**config.mk**
```make
export PLATFORM = sky130hd
export DESIGN_NAME = fetch_ctrl
export DESIGN_NICKNAME = d
export VERILOG_FILES = /design/src/rtl/fetch_ctrl.sv
export SDC_FILE = /design/constraint.sdc
export NUM_CORES = 1
export LEC_CHECK = 0
export BUFFER_PORTS_ARGS = -buffer_cell sky130_fd_sc_hd__clkbuf_2
export CAP_MARGIN = 20
export CORE_ASPECT_RATIO = 1.75
export CORE_MARGIN = 1.5
export CORE_UTILIZATION = 45
export CTS_BUF_LIST = sky130_fd_sc_hd__clkbuf_4 sky130_fd_sc_hd__clkbuf_8
export DETAILED_ROUTE_END_ITERATION = 16
export PLACE_DENSITY_LB_ADDON = 0.12
export SYNTH_ARGS = -nofsm -noshare
export SYNTH_HDL_FRONTEND = slang
export SYNTH_SLANG_ARGS = --single-unit
```
**constraint.sdc**
```tcl
create_clock -name clk -period 9.59 [get_ports clk]
set_input_delay 0.959 -clock clk [delete_from_list [all_inputs] [get_ports clk]]
set_output_delay 0.959 -clock clk [all_outputs]
set_load 0.02 [all_outputs]
```
**src/rtl/fetch_ctrl.sv**
```systemverilog
// Instruction-fetch sequencer: owns the fetch PC, issues one ibus request at a time,
// buffers one instruction for decode and squashes stale fetches on redirect.
// Optional perf counters are enabled with `define FETCH_CTRL_PERF_EN.
module fetch_ctrl #(
    parameter logic [63:0] RESET_PC = 64'h8000_0000,
    parameter int unsigned PC_STEP  = 4
) (
    input  logic        clk,
    input  logic        reset,
    input  logic        redirect,
    input  logic [63:0] redirect_pc,
    input  logic        dec_ready,
    output logic        ireq_valid,
    output logic [63:0] ireq_addr,
    input  logic        iresp_addr_ok,
    input  logic        iresp_data_ok,
    input  logic [31:0] iresp_data,
    output logic        instr_valid,
    output logic [31:0] instr,
    output logic [63:0] instr_pc,
    output logic        stop_forfetch
`ifdef FETCH_CTRL_PERF_EN
    ,
    output logic [63:0] perf_fetched,
    output logic [63:0] perf_discarded
`endif
);

    localparam int unsigned XLEN = 64;

    typedef enum logic [1:0] {
        IDLE = 2'd0,
        REQ  = 2'd1,
        WAIT = 2'd2,
        HOLD = 2'd3
    } state_t;

    state_t          state, state_n;
    logic [XLEN-1:0] pc, pc_n;
    logic            discard, discard_n;
    logic            instr_valid_n;
    logic            take_data;
    logic            stray;
    logic            load;
    logic            drop;
    logic            issue;

    // Next-state, PC and buffer control
    always_comb begin
        state_n       = state;
        pc_n          = pc;
        discard_n     = discard;
        take_data     = 1'b0;
        stray         = 1'b0;
        load          = 1'b0;
        drop          = 1'b0;
        issue         = 1'b0;
        instr_valid_n = instr_valid;

        case (state)
            IDLE: state_n = REQ;
            REQ: begin
                if (iresp_addr_ok) begin
                    if (iresp_data_ok) take_data = 1'b1;
                    else               state_n   = WAIT;
                end
            end
            WAIT: if (iresp_data_ok) take_data = 1'b1;
            HOLD: if (dec_ready) state_n = REQ;
            default: state_n = IDLE;
        endcase

        // A response with no request of ours in flight is the stale one owed from before
        stray = iresp_data_ok && discard && !take_data;
        if (stray) begin
            discard_n = 1'b0;
            drop      = 1'b1;
        end

        if (take_data) begin
            state_n = REQ;
            if (discard) begin
                drop      = 1'b1;
                discard_n = 1'b0;
            end else if (redirect) begin
                drop = 1'b1;
            end else begin
                load = 1'b1;
                pc_n = pc + XLEN'(PC_STEP);
            end
        end

        // Redirect: retarget the PC; an in-flight request must have its response dropped
        if (redirect) begin
            pc_n = redirect_pc;
            if (!take_data) begin
                if (state == IDLE || state == HOLD) state_n   = REQ;
                else                                discard_n = 1'b1;
            end
        end

        if (redirect)       instr_valid_n = 1'b0;
        else if (load)      instr_valid_n = 1'b1;
        else if (dec_ready) instr_valid_n = 1'b0;

        // New request only when the buffer will be free to take its data
        issue = (state_n == REQ) && !(state == REQ && !iresp_addr_ok);
        if (issue && instr_valid_n) begin
            state_n = HOLD;
            issue   = 1'b0;
        end
    end

    always_ff @(posedge clk) begin
        if (reset) begin
            state       <= IDLE;
            pc          <= RESET_PC;
            // A fetch still owed by the bus must not be delivered after reset
            discard     <= (state == WAIT) && !iresp_data_ok;
            instr_valid <= 1'b0;
            instr       <= 32'd0;
            instr_pc    <= 64'd0;
            ireq_valid  <= 1'b0;
            ireq_addr   <= RESET_PC;
        end else begin
            state       <= state_n;
            pc          <= pc_n;
            discard     <= discard_n;
            instr_valid <= instr_valid_n;
            ireq_valid  <= (state_n == REQ);
            if (issue) ireq_addr <= pc_n;
            if (load) begin
                instr    <= iresp_data;
                instr_pc <= pc;
            end
        end
    end

    assign stop_forfetch = ~instr_valid;

`ifdef FETCH_CTRL_PERF_EN
    // Saturating event counters
    always_ff @(posedge clk) begin
        if (reset) begin
            perf_fetched   <= 64'd0;
            perf_discarded <= 64'd0;
        end else begin
            if (load && !(&perf_fetched))  perf_fetched   <= perf_fetched + 64'd1;
            if (drop && !(&perf_discarded)) perf_discarded <= perf_discarded + 64'd1;
        end
    end
`endif

endmodule

```
Yosys cells after proc, flatten, opt, wreduce, memory -nomap -nowiden:

Index checks and enable logic that the tools add are counted.

* register bits: 229

* add/subtract/negate cells: 1
* eq/ne operators: 5
* muxes and demuxes: 29
* bitwise gates (word level): 1
* reduce and logical (&&, ||, !) cells: 12

Operators with widths (number)
* two-way mux 64 bit: 3
* adder 64 x 3 -> 64 bit (second input constant): 1
* two-way mux 1 bit: 16
* two-way mux 2 bit: 8
* equality test 2 x 1 -> 1 bit (second input constant): 3
* logical AND 1 bit: 6
* case mux 2 bit (3 select lines): 1
* equality test 2 bit (second input constant): 2
* zero test 1 bit: 4
* zero test 2 bit: 1
* case mux 1 bit (2 select lines): 1
* logical OR 1 bit: 1
* NOT 1 bit: 1

Longest topological paths before layout:

* depth after elaboration: 12
* gate-level depth with buffers: 12
* gate-level depth less buffers: 8

Worst setup path after synthesis:

OpenSTA, ideal clock, no wires.

* kind: input port to flip-flop
* from: in iresp_data_ok
* to: reg pc[61]
* library setup time: 0.074 ns
* arrival: 3.000 ns
* path slack: 6.516 ns
* stages on the path: 6
* buffers on the path: 0
* cell sequence: or3b_1 -> nor4_4 -> nand2_2 -> or4_1 -> or4_1 -> a31oi_1

* longest elaborated chain between the ends: 5

Ends and longest elaborated chain
* start, declared: RTL line 16 `input logic iresp_data_ok,`
* two-way mux 1 bit (*): RTL line 64, 68
* two-way mux 1 bit: RTL line 63 `if (iresp_addr_ok) begin`
* case mux 1 bit (2 select lines) (*): RTL line 60 `case (state)`
* two-way mux 64 bit (*): RTL line 80 `if (take_data) begin`
* two-way mux 64 bit (*): RTL line 94 `if (redirect) begin`
* end signal, assigned: RTL line 127 `pc <= pc_n;`
* end, declared: RTL line 39 `logic [XLEN-1:0] pc, pc_n;`

Every way passes the cells marked *; elsewhere a longest branch is shown, timed or not.
A chain may end at the register's enable or synchronous reset.

Final worst setup path:

* from: reg state[0]
* to: reg ireq_addr[27]

* longest elaborated chain between the ends: 11
* elaborated cells between the ends (all ways): 25
* classes of those cells: eq/ne: 4; mux: 15; reduce/logical: 6

Ends and longest elaborated chain
* start, declared: RTL line 38 `state_t state, state_n;`
* start signal, assigned: RTL line 126 `state <= state_n;`
* two-way mux 2 bit: RTL line 64 `if (iresp_data_ok) take_data = 1'b1;`
* two-way mux 2 bit: RTL line 63
* case mux 2 bit (3 select lines): RTL line 60
* two-way mux 2 bit: RTL line 80
* two-way mux 2 bit: RTL line 97 `if (state == IDLE || state == HOLD) state_n = REQ;`
* two-way mux 2 bit: RTL line 96 `if (!take_data) begin`
* two-way mux 2 bit: RTL line 94
* equality test 2 x 1 -> 1 bit: RTL line 107 `issue = (state_n == REQ) && !(state == REQ && !iresp_addr_ok);`
* logical AND 1 bit: RTL line 107
* logical AND 1 bit: RTL line 108 `if (issue && instr_valid_n) begin`
* two-way mux 1 bit: RTL line 108
* end signal, assigned: RTL line 131 `if (issue) ireq_addr <= pc_n;`
* end, declared: RTL line 14 `output logic [63:0] ireq_addr,`

Parallel ways exist; a longest one is shown, timed or not.

==> reports/qor.yml <==
worst_setup_path:
  cp-start-kind: "flip-flop"
  max_stage_delay_ns: 0.72
  worstPathMaxFanout: 49
  arrival_ns: 4.66
  critPathSlowestCell: "a21oi_1"
  required_ns: 10.02
  path_cells: "inv_1, ha_1, a21oi_1, or2_2, a21oi_1, nor4_4, buf_4, nand2_1, o32ai_1"
  endpoint_kind: "flip-flop"
  cp_common_cell: "a21oi_1"
  crit_type: "flip-flop to flip-flop"
cells_and_area:
  final_cell_mix: "274 x nand2_1, 263 x clkbuf_2, 229 x dfxtp_1, 127 x a21oi_1, 73 x nor2_1"
  nets: 1544
  n_fill_cell: 2121
  stdcell_area_mm2: 0.01200
  final_util_pct: 56.03
  final_common_cell: "nand2_1"
  antennaDiodeCount: 0
  area_growth_pct: 23.03
  multi_input_area_mm2: 0.004815
  regArea_mm2: 0.004584
  drive_above_1_share_pct: 24.50
yosys:
  avgSynthCellArea_um2: 8.085
  netlist_instances: 1206
  yosys_warnings: 0
  synthDistinctLibCells: 61
  synthMuxAreaShare_pct: 1.873
  synth_area_mm2: 0.009751
  ys_seq_area_share_pct: 47.02
  synth_edf_count: 0
  ys.flop_type: "dfxtp_1"
  synth_nets: 1315
  synth_xor_area_share_pct: 2.605
  synth-async-reset-ratio_pct: 0
  synth_fa_ha_area_share_pct: 0.8982
  synth_area_leader_cell: "dfxtp_1"
  yosys.area_share.simple_pct: 26.82
  synth_top_family_by_area: "simple AND/OR/NAND/NOR gates"
  ys_top_cells_by_area: "dfxtp_1 47%, nand2_1 11%, a21oi_1 6.5%"
  synth_compound_gate_area_share_pct: 16.89
  synthDominantCellAreaShare_pct: 47.02
  ys_ff_latch: 229
power:
  p_leak_uw: 0.004860
  vdd_drop_max_v: 0.0001190
  power.density_mw_per_mm2: 185.4
  p_total_uw: 2224
floorplan:
  die_w_um: 114.3
  die_h_um: 197.7
  start_util_pct: 45.54
  rows: 71
  die_area_mm2: 0.02260
  coreArea_mm2: 0.02141
  io_pins: 265
place:
  place_hpwl_um: 21350
  gp_congestion: 0.8624
  place_area_mm2: 0.01122
  numPortBuffers: 264
drt:
  vias_per_cell: 5.498
  num_vias: 9616
  post_drt_wl_per_cell_um: 17.73
  drt_first_pass_iters: 5
  drc: 0
  drtIter0Drc: 608
  drt.antenna.violating_nets: 0
  wirelength_um: 31010
clocking:
  postCtsHoldBufs: 0
  htreeDepth: 2
  numCtsBuffers: 35
  cts_setup_buffers: 0
  clkTransAtPathRegs_ns: 0.06
  root_buffer: "clkbuf_8"
  clock_sinks: 229
  clk_latency_ns: 0.53
  post_cts_resized: 0
  cts_tree: "built"
  cts_buffer_depth: 3
sta:
  fin_worst_skew_ns: 0.02907
  fmax_ghz: 0.2365
  setup_viol: 0
  tightest_slew_ns: 1.075
  fin_crit_sh_pct: 44.09
  fin_tns_setup_ns: 0
  slew_viol_final: 0
  finalHoldViolations: 0
  relSlewSlack_pct: 28.36
  holdWs_ns: 0.4531
  rsz0062_at_grt: "no"
  period_minus_slack_ns: 4.228
min_path:
  hp-class: "flip-flop to flip-flop"
global_routing:
  grt.overflow.total: 0
  antenna_found_initial: 0
  grt.total_usage_pct: 26.81
  grt_pass1_wl_um: 47500
  grt_max_degree: 97
  first_global_vias: 8923
status:
  status: "completed"
run:
  max_cap_violations: 0
## cell usage after synthesis (all sizes together), types with 8 or more instances
library cell,instances
mux2i,16
and3,13
a31oi,10
nor4,22
nand2,275
or4,10
o41ai,10
nand2b,9
o21a,8
inv,13
nand3,45
o21ai,30
nor3,43
and2,12
xnor2,22
a21oi,127
clkbuf,72
or3,9
a211oi,12
nand4,25
nor2,74
buf,12
dfxtp,229
o31a,12
## final timing paths
check	start	endpoint	slack [ns]	cells after the start
worst min register to register	instr[23]	instr[23]	0.45	2
worst max-delay path	state[0]	ireq_addr[27]	5.36	9
worst min-delay path	instr[23]	instr[23]	0.45	2
worst max register to register	state[0]	ireq_addr[27]	5.36	9
## power breakdown
part           switching (uW)  leakage, uW  internal [uW]
combinational             186      0.00259            101
sequential               52.9      0.00187           1010
clock                     385     0.000396            492
total                     624      0.00486           1600
## layout make-up
cell class              instances  share of cell area [%]
flip-flops and latches        229                   38.21
repair buffers                276                   11.96
clock inverters                 6                  0.6675
multi-input cells             878                   40.13
well taps                     292                   3.045
inverters                      15                  0.4693
clock buffers                  53                   5.507
## flip-flops by register name (all words and copies together), names as in the netlist
name,count
discard,1
instr,32
instr_pc,64
instr_valid,1
ireq_addr,64
ireq_valid,1
pc,64
state,2
## metal layers
metal,GRT usage [%],wire length (um),vias to the layer above,share of wire [%]
met5,0,0,-,0
met1,30.04,11970,4511,39
met3,3.489,1509,76,4.9
li1,-,-,4697,-
met2,49.75,16310,332,53
met4,12.13,1225,0,4.0
## per-stage QoR
stage | cells | setup slack, ns
after global placement | 1688 | 5.039
after global routing | 1749 | 4.949
after detailed placement | 1688 | 4.980
after floorplan | 1206 | 6.516
final | 1749 | 5.362
after CTS | 1747 | 5.347
## critical path, delay by kind of cell, from the launching register on
| kind | cells | cell delay (ns) |
|---|---|---|
| AO/OA/AOI/OAI | 3 | 1.26 |
| AND/OR/NAND/NOR | 3 | 1.47 |
| flip-flops | 1 | 0.45 |
| adder cells (fa/ha/maj) | 1 | 0.22 |
| buffers and inverters | 2 | 0.70 |
## cell families after synthesis
kind of cell / count (synthesis)
buffers and inverters: 99
xor gates and xnor gates: 29
and+or+nand+nor: 561
adders and majority gates: 7
AOI/OAI and AO/OA: 263
DFF: 229
muxes: 18
No activity file was read; power rests on OpenSTA's default activity.
